File: src/rtl/serial_subtractor.sv
// Bit-serial subtractor: Y = A - B - BorrowIN, one bit per clock, LSB first,
// behind a start/busy/done handshake. Results update only on the completing edge.
module serial_subtractor #(
  parameter int WIDTH = 4
) (
  input  logic             clk,
  input  logic             rst,
  input  logic             start,
  input  logic [WIDTH-1:0] A,
  input  logic [WIDTH-1:0] B,
  input  logic             BorrowIN,
  output logic [WIDTH-1:0] Y,
  output logic             BorrowOUT,
  output logic             overflow,
  output logic             busy,
  output logic             done
);

  localparam int CW = (WIDTH > 2) ? $clog2(WIDTH) : 1;

  typedef enum logic [1:0] {
    IDLE  = 2'd0,
    SHIFT = 2'd1,
    DONE  = 2'd2
  } state_t;

  state_t           state, state_next;
  logic [WIDTH-1:0] a_sr, b_sr, res_sr;
  logic [CW-1:0]    cnt;
  logic             br;
  logic             accept, last_bit;
  logic             a_i, b_i, d, br_next;
  logic [WIDTH-1:0] res_next;

  assign accept   = start && ((state == IDLE) || (state == DONE));
  assign last_bit = (state == SHIFT) && (cnt == CW'(WIDTH - 1));

  // One shared 1-bit subtract cell; operands shift right so bit i is always at [0].
  assign a_i      = a_sr[0];
  assign b_i      = b_sr[0];
  assign d        = a_i ^ b_i ^ br;
  assign br_next  = (~a_i & b_i) | (~(a_i ^ b_i) & br);
  assign res_next = {d, res_sr[WIDTH-1:1]};

  assign busy = (state == SHIFT);
  assign done = (state == DONE);

  always_ff @(posedge clk or posedge rst) begin
    if (rst) state <= IDLE;
    else     state <= state_next;
  end

  // NOTE: every variable assigned in this block gets a default first, so no latch is inferred.
  always_comb begin
    state_next = state;
    unique case (state)
      IDLE:    if (start) state_next = SHIFT;
      SHIFT:   if (last_bit) state_next = DONE;
      DONE:    state_next = start ? SHIFT : IDLE;
      default: state_next = IDLE;
    endcase
  end

  // NOTE: sequential state uses non-blocking assignments only, so all flops sample
  // the pre-edge values of each other regardless of statement order.
  // NOTE: the shift registers are plain flops, not a memory, so they are reset
  // along with everything else to give a fully defined state after rst.
  always_ff @(posedge clk or posedge rst) begin
    if (rst) begin
      a_sr      <= '0;
      b_sr      <= '0;
      res_sr    <= '0;
      br        <= 1'b0;
      cnt       <= '0;
      Y         <= '0;
      BorrowOUT <= 1'b0;
      overflow  <= 1'b0;
    end else if (accept) begin
      a_sr   <= A;
      b_sr   <= B;
      br     <= BorrowIN;
      res_sr <= '0;
      cnt    <= '0;
    end else if (state == SHIFT) begin
      a_sr   <= a_sr >> 1;
      b_sr   <= b_sr >> 1;
      br     <= br_next;
      res_sr <= res_next;
      cnt    <= cnt + CW'(1);
      if (last_bit) begin
        // At the final bit a_i/b_i are the operand MSBs and d is the result MSB.
        Y         <= res_next;
        BorrowOUT <= br_next;
        overflow  <= (a_i ^ b_i) & (d ^ a_i);
      end
    end
  end

endmodule

File: config.mk
export PLATFORM = sky130hd
export DESIGN_NAME = serial_subtractor
export DESIGN_NICKNAME = d
export VERILOG_FILES = /design/src/rtl/serial_subtractor.sv
export SDC_FILE = /design/constraint.sdc
export NUM_CORES = 1
export LEC_CHECK = 0
export ABC_CLOCK_PERIOD_IN_PS = 2800
export CAP_MARGIN = 20
export CORE_MARGIN = 2
export CORE_UTILIZATION = 40
export CTS_CLUSTER_SIZE = 40
export DETAILED_ROUTE_END_ITERATION = 10
export GPL_ROUTABILITY_DRIVEN = 0
export SYNTH_ARGS = -nofsm -noshare
export SYNTH_HDL_FRONTEND = slang
export SYNTH_SLANG_ARGS = --single-unit
export TNS_END_PERCENT = 10
File: constraint.sdc
create_clock -name clk -period 2.8 [get_ports clk]
set_input_delay 0.56 -clock clk [delete_from_list [all_inputs] [get_ports clk]]
set_output_delay 0.56 -clock clk [all_outputs]
set_load 0.02 [all_outputs]
==> results.yml <==
die:
  die_area_mm2: 0.00299
  floorplan.die.height_um: 54.7
  dieWidth_um: 54.7
  starting_utilization_of_the_core_area_pct: 41.9
  pin_count: 20
  placeableCoreArea_mm2: 0.00245
  rows: 18
route:
  avgViaCountPerCell: 5.25
  wl_per_cell_um: 14.0
  drt_drc_violations_left: 0
  antenna_left: 0
  routed_wire_length_mm: 1.89
  drt-initial-drc-count: 3
  detailroute.via_count: 709
  drt-pass1-iter-count: 2
yosys:
  synth_enable_flop_cells: 0
  yosysWarnings: 0
  synthDominantAreaCellType: "sky130_fd_sc_hd__dfrtp_1"
  synth-async-reset-ratio_pct: 100
  synth_top_area_share_pct: 53.5
  synth.yosys.seq_area_share_pct: 53.5
  gate_count_post_synth: 85
  syn_area_mm2: 0.00103
  synth_top_flop_cell: "sky130_fd_sc_hd__dfrtp_1"
  most_area_consuming_cells_after_synthesis: "sky130_fd_sc_hd__dfrtp_1 54%, sky130_fd_sc_hd__mux2_2 6.6%, sky130_fd_sc_hd__a22o_1 4.3%"
  synthesis.area_per_instance_um2: 12.1
  syn-num-nets: 100
  postSynthRegisterBits: 22
  yosys.cell_types.count: 26
final_layout:
  drive_above_1_share_pct: 14.3
  highest_count_cells_in_the_layout_ignoring_fill_and_taps: "22 x sky130_fd_sc_hd__dfrtp_1, 19 x sky130_fd_sc_hd__clkdlybuf4s50_1, 6 x sky130_fd_sc_hd__mux2_2, 5 x sky130_fd_sc_hd__a22o_1, 5 x sky130_fd_sc_hd__inv_1"
  area.growth.synth_to_final_pct: 23.2
  final.fill_count: 218
  n_diodes: 0
  nNetsFinal: 121
  number_of_non_filler_instances_in_the_completed_layout: 135
  layout_commonest_cell: "sky130_fd_sc_hd__dfrtp_1"
sta:
  hold_viol: 0
  min_period_over_period_pct: 89.8
  final_critical_path_required_period_ps: 2520
  final-max-slew-violation-count: 0
  worst_clock_skew_ps: 7.43
  setup_repair_after_global_routing_missed_its_margin: "no"
  final.hold.worst_slack_ps: 490
  setup_total_neg_slack_ps: 0
  achievable-frequency_mhz: 398
  worst_slew_pin_slew_ps: 852
  setup_violations: 0
  timing.slew.headroom_pct: 43.1
clock_tree:
  ctsHoldBuffers: 0
  ctsHtreeMaxLevel: 1
  clock_latency_ps: 310
  numClockSinks: 22
  longest_clk_path_bufs: 2
  cts_tree: "yes"
  worst_setup_hold_path_clk_slew_ps: 120
  post_cts_resized: 0
  cts_inserted_buffers: 3
  cts.root.buffer_cell: "sky130_fd_sc_hd__clkbuf_4"
  cts_setup_buffers: 0
power:
  clockPowerShare_pct: 12.2
  power_switching_uw: 555
  power_leakage_nw: 0.582
  report.power.total_mw: 1.46
  power.share.combinational_pct: 50.0
  power_switching_share_pct: 38.1
  power_frac_seq_pct: 37.8
  power-per-cell-area_mw_per_mm2: 1150
  max-vdd-ir-drop_mv: 0.571
  power_internal_uw: 902
setup_path:
  number_of_cells_on_the_worst_reg_to_reg_path: 3
  path_max_fanout: 9
  cp_cell_sequence: "nand2b_1 > inv_8 > clkdlybuf4s50_1"
  worst_ep_arrival_time_ps: 1960
  crit_required_ps: 2240
  critical_path.reg2reg.endpoint: "overflow$_DFFE_PP0P_"
  critical_path.reg2reg.startpoint: "a_sr[0]$_DFFE_PP0P_"
  worst_path_largest_cell_delay_ps: 610
  worst_path_max_delay_cell: "sky130_fd_sc_hd__clkdlybuf4s50_1"
  regToRegSetupSlack_ps: 1400
  path_class: "reg2out"
  endpoint_kind: "output port"
  setup.worst_path.start_class: "register"
run:
  maxCapViolations: 0
placed_design:
  dpl.hpwl_mm: 1.39
  placedCellCount: 131
  buffer_ports.inserted: 19
grt:
  wire_length_of_the_first_global_routing_pass_mm: 3.27
  antenna_found_initial: 0
  global_route.overflow_total: 0
  grt_start_max_net_pins: 23
  grt_util_all_layers_pct: 15.7
  via_count_of_the_first_global_routing_pass: 733
worst_hold_path:
  holdCritPathClass: "reg2reg"
  hp-start: "overflow$_DFFE_PP0P_"
  min_delay_path_depth: 2
  holdPathEnd: "overflow$_DFFE_PP0P_"
outcome:
  run_status: "complete, no violations"
cell usage after synthesis, drive strengths merged (3+ instances only):
master,number
nand3,4
buf,4
a22o,5
nand2,4
nor2,4
a21oi,3
dfrtp,22
mux2,6
o21ai,4
o22ai,4
inv,6
worst max-delay path: cells and delay by family (launching register included):
kind | cells | cell delay [ps]
buf+inv | 2 | 780
flops | 1 | 500
simple gates | 1 | 370
state kept, by name, summed over array words and instances (netlist names):
signal,count
Y,4
br,1
BorrowOUT,1
a_sr,4
res_sr,3
b_sr,4
cnt,2
state,2
overflow,1
final cells by class:
class	instances	area [um^2]	area share [%]
Tap cell	30	37.5	2.96
Timing Repair Buffer	20	198	15.6
Inverter	6	30.0	2.37
Clock buffer	4	36.3	2.86
Sequential cell	22	551	43.4
Multi-Input combinational cell	53	415	32.8
power by group through the flow:
stage          clock network (mW)  registers [mW]  logic, mW
2_1_floorplan                   0           0.586      0.515
3_3_place_gp                    0           0.555      0.723
3_5_place_dp                    0           0.560      0.745
4_1_cts                     0.185           0.554      0.746
5_1_grt                     0.201           0.574      0.812
6_report                    0.178           0.551      0.728
per-stage QoR:
step | cell area (um^2) | utilization (%) | setup WS, ps
floorplan | 1030 | - | 1340
global placement | 1230 | 50.2 | 654
detailed placement | 1230 | 50.2 | 609
CTS | 1270 | 51.6 | 241
global route | 1270 | 51.6 | 151
finish | 1270 | 51.6 | 284
metal layers:
metal,global-route usage [%],part of all wire [%],wire length (um)
met1,20.7,45,859
met2,23.6,48,909
met3,2.46,3.6,68
met4,10.0,3.0,56
met5,0,0,0
worst max path at each step:
stage                                     from  slack [ps]   end  cells past startpoint
after global routing      state[1]$_DFFE_PP0P_         150  busy                      3
final                     state[1]$_DFFE_PP0P_         280  busy                      3
after detailed placement  state[1]$_DFFE_PP0P_         610  busy                      3
after CTS                 state[1]$_DFFE_PP0P_         240  busy                      3
after floorplan           state[0]$_DFFE_PP0P_        1340  done                      2
after global placement    state[1]$_DFFE_PP0P_         650  busy                      3
kinds of logic (layout without fill, tap and decap cells):
group	Yosys count	in the layout	synth area share (%)
and+or+nand+nor	20	20	12.8
xor gates and xnor gates	2	2	1.70
DFF	22	22	53.5
buffers and inverters	10	30	6.08
adders and majority gates	3	3	4.38
muxes	8	8	8.52
AOI/OAI and AO/OA	20	20	13.0
No activity file was read; power rests on OpenSTA's default activity.
